File: src/rtl/mest_pro_mem_arbiter.sv
// MESTPro unified-memory arbiter: serializes loader/exec/fetch accesses onto the
// single-port memory macro with fixed priority and a fetch starvation guard.
module mest_pro_mem_arbiter #(
  parameter int PC_BITS      = 16,
  parameter int ADDR_BITS    = 8,
  parameter int MEM_W        = 16,
  parameter int MEM_LATENCY  = 1,
  parameter int STARVE_LIMIT = 3
) (
  input  logic                 clk,
  input  logic                 i_reset,
  input  logic                 i_if_req,
  input  logic [PC_BITS-1:0]   i_if_addr,
  output logic                 o_if_gnt,
  output logic                 o_if_done,
  input  logic                 i_ex_req,
  input  logic                 i_ex_we,
  input  logic [ADDR_BITS-1:0] i_ex_addr,
  input  logic [MEM_W-1:0]     i_ex_wdata,
  output logic                 o_ex_gnt,
  output logic                 o_ex_done,
  input  logic                 i_ld_req,
  input  logic [PC_BITS-1:0]   i_ld_addr,
  input  logic [MEM_W-1:0]     i_ld_wdata,
  output logic                 o_ld_gnt,
  output logic                 o_ld_done,
  output logic [MEM_W-1:0]     o_rdata,
  output logic                 o_err,
  output logic [PC_BITS-1:0]   o_prog_counter,
  output logic [ADDR_BITS-1:0] o_mm_addr,
  output logic [MEM_W-1:0]     o_mm_dat,
  output logic                 o_mm_select,
  output logic                 o_cs,
  output logic                 o_we,
  input  logic [MEM_W-1:0]     i_mem_dat,
  input  logic                 i_mem_error
);

  typedef enum logic [1:0] {S_IDLE, S_ACCESS, S_WAIT, S_RESP} state_t;
  typedef enum logic [1:0] {OWN_NONE, OWN_IF, OWN_EX, OWN_LD} owner_t;

  localparam int              SW         = $clog2(STARVE_LIMIT + 1);
  localparam logic [SW-1:0]   STARVE_MAX = SW'(STARVE_LIMIT);
  localparam logic [1:0]      WAIT_LOAD  = 2'(MEM_LATENCY - 1);

  state_t                 r_state, w_next;
  owner_t                 r_owner, w_win;
  logic                   w_arb;
  logic [SW-1:0]          r_starve;
  logic [1:0]             r_wait_cnt;
  logic                   r_we, r_sel, r_err;
  logic [PC_BITS-1:0]     r_pc;
  logic [ADDR_BITS-1:0]   r_mm_addr;
  logic [MEM_W-1:0]       r_dat, r_rdata;

  assign w_arb = (r_state == S_IDLE) || (r_state == S_RESP);

  // NOTE: every always_comb output gets a default first so no path infers a latch.
  always_comb begin
    w_win = OWN_NONE;
    if (i_ld_req)                               w_win = OWN_LD;
    else if (i_if_req && r_starve == STARVE_MAX) w_win = OWN_IF;
    else if (i_ex_req)                          w_win = OWN_EX;
    else if (i_if_req)                          w_win = OWN_IF;
  end

  always_comb begin
    w_next = r_state;
    case (r_state)
      S_IDLE, S_RESP: w_next = (w_win != OWN_NONE) ? S_ACCESS : S_IDLE;
      S_ACCESS:       w_next = S_WAIT;
      S_WAIT:         if (r_wait_cnt == 2'd0) w_next = S_RESP;
      default:        w_next = S_IDLE;
    endcase
  end

  always_ff @(posedge clk) begin
    if (i_reset) begin
      r_state    <= S_IDLE;
      r_owner    <= OWN_NONE;
      r_starve   <= '0;
      r_wait_cnt <= '0;
      r_we       <= 1'b0;
      r_sel      <= 1'b0;
      r_err      <= 1'b0;
      r_pc       <= '0;
      r_mm_addr  <= '0;
      r_dat      <= '0;
      r_rdata    <= '0;
    end else begin
      r_state <= w_next;
      if (w_arb && w_win != OWN_NONE) begin
        r_owner <= w_win;
        case (w_win)
          OWN_LD: begin
            r_pc  <= i_ld_addr;
            r_dat <= i_ld_wdata;
            r_we  <= 1'b1;
            r_sel <= 1'b0;
          end
          OWN_EX: begin
            r_mm_addr <= i_ex_addr;
            r_dat     <= i_ex_wdata;
            r_we      <= i_ex_we;
            r_sel     <= 1'b1;
          end
          default: begin
            r_pc  <= i_if_addr;
            r_we  <= 1'b0;
            r_sel <= 1'b0;
          end
        endcase
      end
      // Starvation only accrues when fetch was actually waiting and lost to exec.
      if (w_arb) begin
        if (w_win == OWN_IF)
          r_starve <= '0;
        else if (w_win == OWN_EX && i_if_req && r_starve != STARVE_MAX)
          r_starve <= r_starve + 1'b1;
      end
      if (r_state == S_ACCESS)
        r_wait_cnt <= WAIT_LOAD;
      else if (r_state == S_WAIT && r_wait_cnt != 2'd0)
        r_wait_cnt <= r_wait_cnt - 1'b1;
      if (r_state == S_WAIT && r_wait_cnt == 2'd0) begin
        r_rdata <= i_mem_dat;
        r_err   <= i_mem_error;
      end
    end
  end

  assign o_cs           = (r_state == S_ACCESS);
  assign o_we           = (r_state == S_ACCESS) && r_we;
  assign o_if_gnt       = (r_state == S_ACCESS) && (r_owner == OWN_IF);
  assign o_ex_gnt       = (r_state == S_ACCESS) && (r_owner == OWN_EX);
  assign o_ld_gnt       = (r_state == S_ACCESS) && (r_owner == OWN_LD);
  assign o_if_done      = (r_state == S_RESP) && (r_owner == OWN_IF);
  assign o_ex_done      = (r_state == S_RESP) && (r_owner == OWN_EX);
  assign o_ld_done      = (r_state == S_RESP) && (r_owner == OWN_LD);
  assign o_err          = (r_state == S_RESP) && r_err;
  assign o_rdata        = r_rdata;
  assign o_prog_counter = r_pc;
  assign o_mm_addr      = r_mm_addr;
  assign o_mm_dat       = r_dat;
  assign o_mm_select    = r_sel;

endmodule

File: config.mk
export PLATFORM = sky130hd
export DESIGN_NAME = mest_pro_mem_arbiter
export DESIGN_NICKNAME = d
export VERILOG_FILES = /design/src/rtl/mest_pro_mem_arbiter.sv
export SDC_FILE = /design/constraint.sdc
export NUM_CORES = 1
export LEC_CHECK = 0
export ABC_AREA = 1
export CORE_MARGIN = 2
export CORE_UTILIZATION = 41
export CTS_CLUSTER_DIAMETER = 120
export DETAILED_ROUTE_END_ITERATION = 6
export PLACE_DENSITY = 0.91
export SETUP_SLACK_MARGIN = 0.15
export SYNTH_ARGS = -nofsm -noshare
export SYNTH_HDL_FRONTEND = slang
export SYNTH_SLANG_ARGS = --single-unit
File: constraint.sdc
create_clock -name clk -period 1.8 [get_ports clk]
set_input_delay 0.54 -clock clk [delete_from_list [all_inputs] [get_ports clk]]
set_output_delay 0.54 -clock clk [all_outputs]
set_load 0.1 [all_outputs]
* After elaboration in Yosys (flattened, before gate mapping) *
Index checks and enable logic that the tools add are counted.

word-level totals
  memories = 0
  output and inout port bits = 66
  bits in read-only memories = 0
  logic and storage cells = 66
  RAM bits = 0
  bits of input ports = 95
  register bits = 67
  bits in latches = 0

cells by class
  bitwise gates (word level) = 1
  multiply operators = 0
  equal/unequal tests = 12
  mux-type cells = 13
  reduce and logical (&&, ||, !) cells = 27
  div/mod/pow operators = 0
  shift-type cells = 0
  magnitude comparators = 0
  add/subtract/negate cells = 2

operator list
  cell                                                  count
  one-hot mux 16 bit (2 select lines)                   2
  equality test 2 bit (second input constant)           7
  logical AND 1 bit                                     14
  2-to-1 mux 2 bit                                      6
  AND reduction 2 bit                                   4
  nonzero test 2 bit                                    4
  equality test 2 x 1 -> 1 bit (second input constant)  3
  one-hot mux 2 bit (3 select lines)                    1
  zero test 2 bit                                       2
  inequality test 2 bit (second input constant)         2
  OR reduction 2 bit                                    2
  2-to-1 mux 1 bit                                      3
  adder 2 x 1 -> 2 bit (second input constant)          1
  one-hot mux 1 bit (2 select lines)                    1
  subtractor 2 x 1 -> 2 bit (second input constant)     1
  logical OR 1 bit                                      1
  inverter 1 bit                                        1

* Longest topological paths before layout *
Gate-level depths: netlist of the first run.

  depth after elaboration = 9
  mapped depth = 9

* Least setup slack after synthesis of the first run *
Ideal clock, no wire load.

  path type = flip-flop to output port
  start point = register r_state[0]
  end point = output port o_ex_gnt
  setup slack = -2190 ps
  cell stages (with the launch flop) = 4
  data arrival time = 3450 ps
  buffers on the path = 0
  required time = 1260 ps
  path through = dfxtp_1 ha_1 inv_1 nor3_1

between the ends
  cells in the longest elaborated chain, start to end = 2

ends and longest elaborated chain
  what                          RTL line  text
  start: declaration            46        state_t r_state, w_next;
  start signal: assignment      91        r_state <= w_next;
  equality test 2 x 1 -> 1 bit  n/a
  net o_cs                      33        output logic o_cs,
  logical AND 1 bit             135       assign o_ex_gnt = (r_state == S_ACCESS) && (r_owner == OWN_EX);
  end: declaration              20        output logic o_ex_gnt,

The timed path passes the listed nets, and every way through them passes these cells.

* Final worst setup path of the first run *
  start point = register r_state[0]
  end point = output port o_if_done

between the ends
  cells in the longest elaborated chain, start to end = 2

ends and longest elaborated chain
  what                 RTL line  text
  equality test 2 bit  137       assign o_if_done = (r_state == S_RESP) && (r_owner == OWN_IF);
  logical AND 1 bit    137
  end: declaration     15        output logic o_if_done,

No other way between the ends.

==> metrics.yaml, run 1 <==
outcome: "finished, violations left"
failed_checks: "setup timing"
clk_pin_slew_ns: 0.08
syn-cell-area_mm2: 0.00327
syn_nets: 568
synth_top_family_by_area: "simple AND/OR/NAND/NOR gates"
final-setup-viol-count: 6
yosys_warnings: 0
gp_congestion: 0.829
ant_nets: 0
die_w_um: 93.4
start_util_pct: 42.4
synth-xor-area-share_pct: 0
htree_levels: 3
top_usage_layer: "met2"
pwr_density_cell_mw_per_mm2: 1830
viasPerCell: 4.87
pre_cts_ws_ns: -0.164
path_max_fanout: 4
synth.area.mux_share_pct: 0
irDropWorstVdd_mv: 1.03
arrival_ns: 1.43
n_antenna_cell: 0
swShare_pct: 52.5
critPathKind: "reg2out"
grtUsageMet1_pct: 25.0
crit_path_start_kind: "flop"
cts_made_buffers: 9
grt_use_total_pct: 22.4
grt_pass1_vias: 3484
max-slew-margin-rel_pct: 75.4
finalWorstSetupSlack_ns: -0.175
grt_antenna_before_repair: 0
rsz0062_at_grt: "true"
area_growth_pct: 85.1
stdcell_area_mm2: 0.00606
met2_usage_pct: 40.2
seqPwrFrac_pct: 22.8
clock_path_buffers: 2
drive_gt1_share_pct: 24.2
dpl.hpwl_mm: 7.66
cp-end-kind: "output port"
synth-adder-area-share_pct: 1.91
die_area_mm2: 0.00872
cts_sinks: 67
syn_inst: 468
mostFrequentLayoutCells: "150 x nand2_1, 91 x clkdlybuf4s50_1, 71 x buf_12, 70 x nor2_1, 64 x dfxtp_1"
port_buffers: 160
met3_usage_pct: 6.29
grt_pass1_wl_mm: 15.6
min_path_type: "reg2reg"
power.leakage_nw: 2.62
grt_start_max_net_pins: 34
fmax_mhz: 506
synthSimpleGateAreaFrac_pct: 37.5
finalHoldViolCount: 0
place_inst: 723
p_sw_mw: 5.83
comb_power_share_pct: 65.6
worstMarginPinSlew_ns: 0.369
wl_per_cell_um: 13.5
worstPathRequired_ns: 1.26
p_clk_share_pct: 11.6
synth-seq-cells: 67
dr_total_vias: 3610
cts-root-buf: "clkbuf_8"
fin_crit_sh_pct: 110
fin_cells: 742
final_common_cell: "nand2_1"
fin_total_pwr_mw: 11.1
synth_compound_area_share_pct: 9.48
coreArea_mm2: 0.00773
grt-ovfl-total: 0
clock_skew_ns: 0.0109
seq_area_frac_synth_pct: 41.0
synth.avg_cell_area_um2: 7.00
insertion_delay_ns: 0.34
fin_nets: 735
ctsHoldBuffers: 0
drv_cap: 0
finalMaxSlewViolations: 0
first_iter_violations: 122
fin_crit_ns: 1.97
power.internal_mw: 5.27
drtPass1Iterations: 4
die_h_um: 93.4
rows: 32
placed_area_mm2: 0.00578
final_core_util_pct: 78.4
yosysUniqueCellTypes: 27
io_pins: 161
drc: 0
drt-total-wl_mm: 10.0
tritoncts: "yes"
## critical path, stage by stage (launching register included)
cell and delay (ns):
dfxtp_4 0.37, ha_2 0.21, inv_2 0.09, nor3_4 0.22
buf_12 0.20
## synth_stat cells, drive strengths merged
master	n	area [um^2]
a211oi	1	7.51
a21oi	32	198
buf	19	166
clkbuf	8	30.0
clkinv	3	16.3
dfxtp	67	1340
ha	5	62.6
inv	32	120
nand2	164	656
nand3	20	138
nand3b	1	7.51
nand4	18	128
nor2	70	263
nor3	6	30.0
o21ai	21	105
or2	1	6.26
## cell type report
class                           instances  area (um^2)
Timing Repair Buffer                  182         2520
Clock buffer                           11          151
Multi-Input combinational cell        340         1710
Sequential cell                        67         1350
Fill cell                             494         1670
Clock inverter                          5         61.3
Tap cell                              102          128
Inverter                               35          148
## per-layer routing
layer	wire length [um]	vias up
met1	3820	1625
met2	5150	149
met3	841	21
met5	0	-
li1	-	1815
met4	209	0
## path summary, 6_finish.rpt
check | start | endpoint | slack (ns) | cells past startpoint
max | r_state[0] | o_if_done | -0.17 | 4
min reg2reg | r_wait_cnt[0] | r_wait_cnt[0] | 0.47 | 2
max reg2reg | r_state[0] | o_mm_dat[13] | 0.26 | 6
min | r_wait_cnt[0] | r_wait_cnt[0] | 0.47 | 2
## through the flow
step | setup TNS [ns] | hold WS (ns)
6_report | -0.811 | 0.471
5_1_grt | -1.23 | 0.508
4_1_cts | -1.00 | 0.467
3_5_place_dp | -5.17 | 0.456
3_3_place_gp | -3.06 | 0.453
2_1_floorplan | -1.81 | 0.444
## power groups by stage
stage	clock network (mW)	logic [mW]	registers [mW]
3_3_place_gp	0	7.04	2.51
5_1_grt	1.38	7.60	2.58
2_1_floorplan	0	1.70	5.35
6_report	1.28	7.28	2.53
4_1_cts	1.31	7.19	2.52
3_5_place_dp	0	7.18	2.55
## cells by family after synthesis
| group | Yosys count |
|---|---|
| simple gates | 280 |
| flops | 67 |
| buf+inv | 62 |
| compound gates | 54 |
| fa+ha+maj | 5 |
## registers in the layout, indices dropped and copies added (netlist names)
signal / count
o_mm_dat: 16
r_wait_cnt: 2
r_we: 1
r_owner: 2
r_state: 2
o_mm_select: 1
r_err: 1
r_starve: 2
o_mm_addr: 8
o_prog_counter: 16
o_rdata: 16
## what timing repair did
item / in CTS / in global routing
buffers inserted: 0 / 1
resized for setup: 2 / 8
endpoints found under the setup margin: 17 / 39
pin swaps: 1 / 4
cloned: 0 / 2
Note: power is estimated with default switching activity, not from simulation.
==> inputs of run 2 (changes only) <==
- CORE_UTILIZATION: 41 -> 42
- CTS_BUF_LIST: not set -> sky130_fd_sc_hd__clkbuf_8
- CTS_CLUSTER_DIAMETER: 120 -> not set
- PLACE_DENSITY: 0.91 -> 0.93
- TNS_END_PERCENT: not set -> 100
==> metrics.yaml, run 2 (same netlist as run 1, synthesis figures left out) <==
clk_pin_slew_ns: 0.07  # was 0.08 ns
fin_crit_ns: 1.98  # was 1.97 ns
drt-total-wl_mm: 10.1  # was 10.0 mm
fin_nets: 738  # was 735
cts_sinks: 67  # unchanged
start_util_pct: 42.8  # was 42.4%
failed_checks: "setup timing"  # unchanged
final_core_util_pct: 79.3  # was 78.4%
ctsHoldBuffers: 0  # unchanged
cp-end-kind: "output port"  # unchanged
fillers: 492  # was 494
drtPass1Iterations: 5  # was 4
final-setup-viol-count: 7  # was 6
grt_use_total_pct: 23.9  # was 22.4%
final_common_cell: "nand2_1"  # unchanged
rows: 32  # unchanged
insertion_delay_ns: 0.33  # was 0.34 ns
io_pins: 161  # unchanged
worstMarginPinSlew_ns: 0.376  # was 0.369 ns
cts-root-buf: "clkbuf_8"  # unchanged
critPathKind: "reg2out"  # unchanged
critPathTopFamily: "buffers and inverters"  # was flip-flops
wl_per_cell_um: 13.5  # about the same
power.leakage_nw: 2.62  # about the same
coreArea_mm2: 0.00765  # was 0.00773 mm^2
grt_pass1_vias: 3679  # was 3484
clock_path_buffers: 2  # unchanged
first_iter_violations: 121  # was 122
die_w_um: 92.3  # was 93.4 um
place_inst: 727  # was 723
viasPerCell: 4.89  # was 4.87
pre_cts_ws_ns: -0.201  # was -0.164 ns
path_max_fanout: 4  # unchanged
mostFrequentLayoutCells: "150 x nand2_1, 92 x clkdlybuf4s50_1, 73 x buf_12, 70 x nor2_1, 64 x dfxtp_1"  # was 150 x nand2_1, 91 x clkdlybuf4s50_1, 71 x buf_12, 70 x nor2_1, 64 x dfxtp_1
dr_total_vias: 3643  # was 3610
irDropWorstVdd_mv: 0.987  # was 1.03 mV
grt-ovfl-total: 0  # unchanged
pwr_density_cell_mw_per_mm2: 1820  # was 1830 mW/mm^2
finalWorstSetupSlack_ns: -0.178  # was -0.175 ns
slowest_stage: "dfxtp_2"  # was dfxtp_4
dpl.hpwl_mm: 7.79  # was 7.66 mm
max-slew-margin-rel_pct: 75.0  # was 75.4%
ant_nets: 0  # unchanged
outcome: "finished, violations left"  # unchanged
clock_skew_ns: 0.0111  # was 0.0109 ns
area_growth_pct: 85.2  # was 85.1%
fmax_mhz: 505  # was 506 MHz
crit_path_start_kind: "flop"  # unchanged
fin_cells: 745  # was 742
die_area_mm2: 0.00852  # was 0.00872 mm^2
port_buffers: 160  # unchanged
arrival_ns: 1.44  # was 1.43 ns
worstPathRequired_ns: 1.26  # about the same
path_buf_inv: 3  # was 2
grt_start_max_net_pins: 38  # was 34
htree_levels: 3  # unchanged
fin_crit_sh_pct: 110  # about the same
grt_antenna_before_repair: 0  # unchanged
rsz0062_at_grt: "true"  # unchanged
finalHoldViolCount: 0  # unchanged
drv_cap: 0  # unchanged
grt_pass1_wl_mm: 16.4  # was 15.6 mm
n_antenna_cell: 0  # unchanged
drive_gt1_share_pct: 24.6  # was 24.2%
finalMaxSlewViolations: 0  # unchanged
whs_ns: 0.489  # was 0.471 ns
crit_chain: "inv_2 -> ha_4 -> clkinvlp_4 -> nor3_4 -> buf_12"  # was ha_2 -> inv_2 -> nor3_4 -> buf_12
min_path_type: "reg2reg"  # unchanged
tritoncts: "yes"  # unchanged
die_h_um: 92.3  # was 93.4 um
setup_tns_ns: -0.903  # was -0.811 ns
drc: 0  # unchanged
gp_congestion: 0.761  # was 0.829
cts_made_buffers: 9  # unchanged
slowest_delay_ns: 0.34  # was 0.37 ns
==> run 2: cell types whose count changed in the layout (fill, tap and decap cells not counted), sizes merged <==
cell           previous run  this run
clkinv                    3         6
inv                      30        29
clkdlybuf4s50            91        92
clkbuf                   12         9
buf                      87        91
dlymetal6s2s              3         2
==> run 2: worst min-delay path, delay by kind of cell (launching register included) <==
family	cells	cell delay, ns
flops	1	0.32
simple gates	1	0.07
compound gates	1	0.06
==> run 2: stage by stage <==
| stage | power [mW] | instance area [um^2] |
|---|---|---|
| 2_1_floorplan | 7.05 | 3370 |
| 3_3_place_gp | 9.63 | 5830 |
| 3_5_place_dp | 9.83 | 5830 |
| 4_1_cts | 11.1 | 6050 |
| 5_1_grt | 11.5 | 6060 |
| 6_report | 11.0 | 6060 |
==> run 2: final timing paths <==
check / end / from / cells past startpoint / slack (ns)
max: o_ex_gnt / r_state[1] / 5 / -0.18
min: r_wait_cnt[0] / r_wait_cnt[0] / 2 / 0.49
max reg2reg: r_owner[1] / r_state[0] / 6 / 0.20
min reg2reg: r_wait_cnt[0] / r_wait_cnt[0] / 2 / 0.49
==> run 2: layer usage <==
layer | wire length [um] | vias to the layer above | GRT usage (%)
li1 | - | 1816 | -
met1 | 3850 | 1667 | 25.2
met2 | 5430 | 144 | 45.9
met3 | 649 | 16 | 5.94
met4 | 170 | 0 | 8.33
met5 | 0 | - | 0
==> run 2: timing repair <==
item,4_1_cts,5_1_grt
setup buffers,1,0
hold endpoints to repair,0,0
resized for setup,5,3
cloned,0,1
pin swaps,3,1
setup endpoints to repair,8,58
==> run 2: final cells by class <==
class                           instances  area [um^2]  share of cell area, %
Timing Repair Buffer                  185         2540                   41.9
Multi-Input combinational cell        340         1700                   28.1
Sequential cell                        67         1350                   22.2
Inverter                               35          151                   2.50
Tap cell                              102          128                   2.10
Clock buffer                            9          124                   2.04
Clock inverter                          7         68.8                   1.13
==> run 2: power breakdown <==
group | total [mW] | leakage [nW] | internal (mW) | switching (mW)
Clock | 1.21 | 0.0950 | 0.634 | 0.574
Combinational | 7.31 | 1.97 | 2.56 | 4.75
Sequential | 2.53 | 0.552 | 1.98 | 0.545
Total | 11.0 | 2.62 | 5.18 | 5.87
==> inputs of run 3 (changes only) <==
- REMOVE_ABC_BUFFERS: not set -> 1
- SLEW_MARGIN: not set -> 20
==> metrics.yaml, run 3 (same netlist as run 1, synthesis figures left out) <==
outcome: "finished, violations left"  # unchanged
failed_checks: "setup timing"  # unchanged
fin_crit_ns: 1.91  # was 1.98 ns
gp_congestion: 0.804  # was 0.761
wl_per_cell_um: 14.6  # was 13.5 um
rsz0062_at_grt: "true"  # unchanged
drtPass1Iterations: 6  # was 5
n_antenna_cell: 0  # unchanged
dr_total_vias: 3733  # was 3643
first_iter_violations: 73  # was 121
grt_use_total_pct: 25.1  # was 23.9%
grt_antenna_before_repair: 0  # unchanged
grt_pass1_wl_mm: 17.3  # was 16.4 mm
finalHoldViolCount: 0  # unchanged
top_usage_layer: "met2"  # unchanged
coreArea_mm2: 0.00765  # unchanged
cts-root-buf: "clkbuf_8"  # unchanged
die_w_um: 92.3  # unchanged
drt-total-wl_mm: 11.0  # was 10.1 mm
regArea_mm2: 0.00136  # was 0.00135 mm^2
cp.depth: 5  # unchanged
slowest_delay_ns: 0.37  # was 0.34 ns
seqPwrFrac_pct: 22.6  # was 22.9%
grtUsageMet1_pct: 24.6  # was 25.2%
ant_nets: 0  # unchanged
fin_total_pwr_mw: 11.3  # was 11.0 mW
pwr_density_cell_mw_per_mm2: 1830  # was 1820 mW/mm^2
final_common_cell: "nand2_1"  # unchanged
met3_usage_pct: 7.08  # was 5.94%
met2_usage_pct: 48.3  # was 45.9%
max-slew-margin-rel_pct: 75.6  # was 75.0%
power.internal_mw: 5.32  # was 5.18 mW
r2r_cells: 7  # was 6
min_path_type: "reg2reg"  # unchanged
dpl.hpwl_mm: 8.33  # was 7.79 mm
clk_pin_slew_ns: 0.08  # was 0.07 ns
crit_chain: "inv_4 -> ha_4 -> inv_6 -> nor3_4 -> buf_12"  # was inv_2 -> ha_4 -> clkinvlp_4 -> nor3_4 -> buf_12
crit_path_start_kind: "flop"  # unchanged
fillers: 493  # was 492
setup_tns_ns: -0.640  # was -0.903 ns
grt_start_max_net_pins: 38  # unchanged
rows: 32  # unchanged
viasPerCell: 4.94  # was 4.89
grt_pass1_vias: 3834  # was 3679
final-setup-viol-count: 7  # unchanged
path_max_fanout: 4  # unchanged
swShare_pct: 53.0  # was 53.1%
pre_cts_ws_ns: -0.195  # was -0.201 ns
finalWorstSetupSlack_ns: -0.110  # was -0.178 ns
rrSetupSlack_ns: 0.27  # was 0.20 ns
htree_levels: 3  # unchanged
fin_crit_sh_pct: 106  # was 110%
crit_start: "r_state[1]"  # unchanged
grt-ovfl-total: 0  # unchanged
path_buf_inv: 3  # unchanged
cts_made_buffers: 9  # unchanged
port_buffers: 160  # unchanged
worstPathRequired_ns: 1.26  # about the same
comb_power_share_pct: 66.3  # was 66.2%
tritoncts: "yes"  # unchanged
finalMaxSlewViolations: 0  # unchanged
arrival_ns: 1.37  # was 1.44 ns
slowest_stage: "dfxtp_4"  # was dfxtp_2
insertion_delay_ns: 0.33  # about the same
cts_sinks: 67  # unchanged
fin_nets: 748  # was 738
irDropWorstVdd_mv: 0.880  # was 0.987 mV
critPathTopFamily: "flip-flops"  # was buffers and inverters
fmax_mhz: 524  # was 505 MHz
power.leakage_nw: 2.67  # was 2.62 nW
clock_path_buffers: 2  # unchanged
multi_input_area_mm2: 0.00174  # was 0.00170 mm^2
drv_cap: 0  # unchanged
io_pins: 161  # unchanged
drc: 0  # unchanged
drive_gt1_share_pct: 26.0  # was 24.6%
cp-end-kind: "output port"  # unchanged
die_h_um: 92.3  # unchanged
p_sw_mw: 5.99  # was 5.87 mW
worstMarginPinSlew_ns: 0.367  # was 0.376 ns
die_area_mm2: 0.00852  # unchanged
critPathKind: "reg2out"  # unchanged
clock_skew_ns: 0.0108  # was 0.0111 ns
p_clk_share_pct: 11.1  # was 10.9%
mostFrequentLayoutCells: "150 x nand2_1, 91 x clkdlybuf4s50_1, 70 x nor2_1, 70 x buf_12, 63 x dfxtp_1"  # was 150 x nand2_1, 92 x clkdlybuf4s50_1, 73 x buf_12, 70 x nor2_1, 64 x dfxtp_1
crit_path_end: "o_if_gnt"  # was o_ex_gnt
r2r_end: "r_starve[1]"  # was r_owner[1]
start_util_pct: 42.8  # unchanged
area_growth_pct: 88.2  # was 85.2%
r2r_start: "r_state[1]"  # was r_state[0]
[run 3: changes by cell type in the layout (fill, tap and decap cells not counted), sizes merged]
cell	previous run	this run
dlymetal6s2s	2	3
inv	29	32
clkinvlp	6	5
buf	91	100
nand2	164	165
clkdlybuf4s50	92	91
clkinv	6	4
[run 3: worst min-delay path by stage]
stage,from,cells past startpoint,slack (ns),end
2_1_floorplan,r_we,2,0.44,r_we
5_1_grt,r_wait_cnt[0],2,0.51,r_wait_cnt[0]
3_3_place_gp,r_wait_cnt[0],2,0.45,r_wait_cnt[0]
6_report,r_wait_cnt[0],2,0.48,r_wait_cnt[0]
4_1_cts,r_wait_cnt[0],2,0.49,r_wait_cnt[0]
3_5_place_dp,r_wait_cnt[0],2,0.48,r_wait_cnt[0]
[run 3: final cells by class]
type	count	share of cell area, %
clock buffer	9	2.01
clock inverter	7	1.24
inverter	35	2.52
multi-input combinational	341	28.2
sequential	67	22.0
tap	102	2.07
timing repair buffer	194	41.9
[run 3: power groups by stage]
stage	clock (mW)	sequential, mW	combinational, mW
2_1_floorplan	0	5.32	1.41
3_3_place_gp	0	2.50	7.01
3_5_place_dp	0	2.54	7.15
4_1_cts	1.29	2.54	7.37
5_1_grt	1.35	2.61	7.80
6_report	1.26	2.56	7.49
[run 3: metrics by stage]
stage	utilization [%]	std cells	instance area, um^2	hold WS, ns
after floorplan	-	441	3080	0.440
after global placement	75.1	733	5740	0.452
after detailed placement	75.1	733	5740	0.478
after CTS	79.6	753	6090	0.490
after global routing	80.6	755	6160	0.512
final	80.6	755	6160	0.481
[run 3: metal layers]
| layer | vias up | wire (um) |
|---|---|---|
| met5 | - | 0 |
| met4 | 0 | 431 |
| met3 | 33 | 882 |
| met2 | 159 | 5730 |
| met1 | 1696 | 4000 |
| li1 | 1845 | - |
[run 3: timing repair]
item,4_1_cts,5_1_grt
gates resized for setup,31,14
cloned,0,2
setup buffers,4,0
endpoints found under the setup margin,17,52
hold buffers,0,0
pin swaps,5,4
[run 3: worst reg2reg max path, stage by stage, from the launching register on]
cell and delay [ns]:
dfxtp_4 0.37, buf_4 0.15, ha_4 0.32, buf_4 0.17, nand3_1 0.11, nor2_1 0.16, nand2_1 0.06, a21oi_1 0.12
==> RTL edit: new RTL, config.mk and constraints of run 3 <==
Put one more register stage on the output `o_prog_counter`. The value now appears one clock later. The other outputs are not delayed to match.
--- a/src/rtl/mest_pro_mem_arbiter.sv
+++ b/src/rtl/mest_pro_mem_arbiter.sv
@@ -139,7 +139,9 @@
   assign o_ld_done      = (r_state == S_RESP) && (r_owner == OWN_LD);
   assign o_err          = (r_state == S_RESP) && r_err;
   assign o_rdata        = r_rdata;
-  assign o_prog_counter = r_pc;
+  always_ff @(posedge clk) begin
+    o_prog_counter <= r_pc;
+  end
   assign o_mm_addr      = r_mm_addr;
   assign o_mm_dat       = r_dat;
   assign o_mm_select    = r_sel;
Check against the original RTL: not equivalent (a bounded check fails within 4 cycles, from zero or initial values and one cycle with i_reset high).
==> RTL edit against run 3 <==
The run still ends with negative setup slack left. Power increased by 16%. Area after synthesis grew 6.6%. Sequential power up 29%. Cell area grew 3.0%. Largest cell class unchanged. Global-route usage fell by 1.2 points. Worst setup slack improved by 0.0062 ns. Wire length shrank 4.5%. Sequential cell count grew 16.
==> RTL edit: results <==
{
  "run_status": "finished, violations left",
  "violations": "negative setup slack",
  "grt.total_usage": 0.2394,
  "ir_worst_vdd_mv": 1.067,
  "place_ws_ns": -0.2761,
  "grt_start_max_net_pins": 36,
  "inverters": 37,
  "worstHoldPathType": "flop to flop",
  "final-nonclk-buf-share": 0.3969,
  "regToRegSetupSlack_ns": 0.12,
  "synth_cell_types": 28,
  "use_met1": 0.2673,
  "relSlewSlack": 0.7032,
  "grt_use_met2": 0.4425,
  "crit_start": "r_owner[1]",
  "grt_pass1_wl_mm": 17.24,
  "whs_ns": 0.3600,
  "path_clk_slew_ns": 0.09,
  "seq_area_frac": 0.2638,
  "synth-seq-area-share": 0.4760,
  "min_path_cells": 0,
  "antenna_found_initial": 1,
  "timing.rr.end": "r_pc[6]",
  "post_drt_wl_per_cell_um": 13.69,
  "multi_input_area_share": 0.2644,
  "via_per_inst": 4.909,
  "setup_violations": 8,
  "syn_inst": 486,
  "routed_wl_mm": 10.54,
  "min_from": "r_pc[4]",
  "drtPass1Iterations": 4,
  "max_stage_delay_ns": 0.37,
  "crit_family": "buffers and inverters",
  "clk_share": 0.02879,
  "tns_ns": -0.5838,
  "finClkSkew_ns": 0.01450,
  "setup.worst_path.end": "o_ld_gnt",
  "fill_cells": 537,
  "hold_end": "o_prog_counter[4]",
  "timing.rr.start": "r_state[0]",
  "placed_area_um2": 5931,
  "buffers": 187,
  "core_area_um2": 8134,
  "dp.cells": 745,
  "finalWeightedCongestion": 0.7734,
  "seq_cell_count": 83,
  "yosys-top-cells-area": "dfxtp_1 (48%), nand2_1 (14%), nor2_1 (12%), nand4_1 (5.7%), o21ai_0 (4.4%)",
  "clock_latency_ns": 0.35,
  "dp_hpwl_mm": 7.787,
  "grt_pass1_vias": 3799,
  "p_leak_nw": 2.811,
  "synth_common_cells": "nand2_1 (128), nor2_1 (111), dfxtp_1 (83)",
  "drive_gt1_frac": 0.2304,
  "first_iter_violations": 84,
  "use_met3": 0.06008,
  "antennaDiodeCount": 1,
  "setup_ws_ns": -0.1039,
  "ff_latch_area_um2": 1674
}
RTL edit: cells by family (layout without fill, tap and decap cells):
logic type	after synthesis	after routing	share of synthesized area
AOI/OAI and AO/OA	39	39	0.05735
adders and majority gates	5	5	0.01792
buffers and inverters	63	240	0.08100
DFF	83	83	0.4760
other	0	1	0
and+or+nand+nor	296	297	0.3677
RTL edit: routing by layer:
layer	part of all wire	routed length [um]	up-vias
met5	0	0	-
met4	0.011	112	0
met3	0.080	847	13
met2	0.53	5557	138
met1	0.38	4024	1746
li1	-	-	1883
RTL edit: timing repair:
item | in CTS | in global routing
gates resized for setup | 40 | 6
endpoints found under the hold margin | 0 | 0
buffers inserted | 6 | 1
cloned | 1 | 0
pin swaps | 6 | 5
endpoints found under the setup margin | 20 | 39
RTL edit: where the power goes:
part	switching [W]	internal, W
sequential	0.000694	0.00260
clock	0.000721	0.000526
combinational	0.00550	0.00303
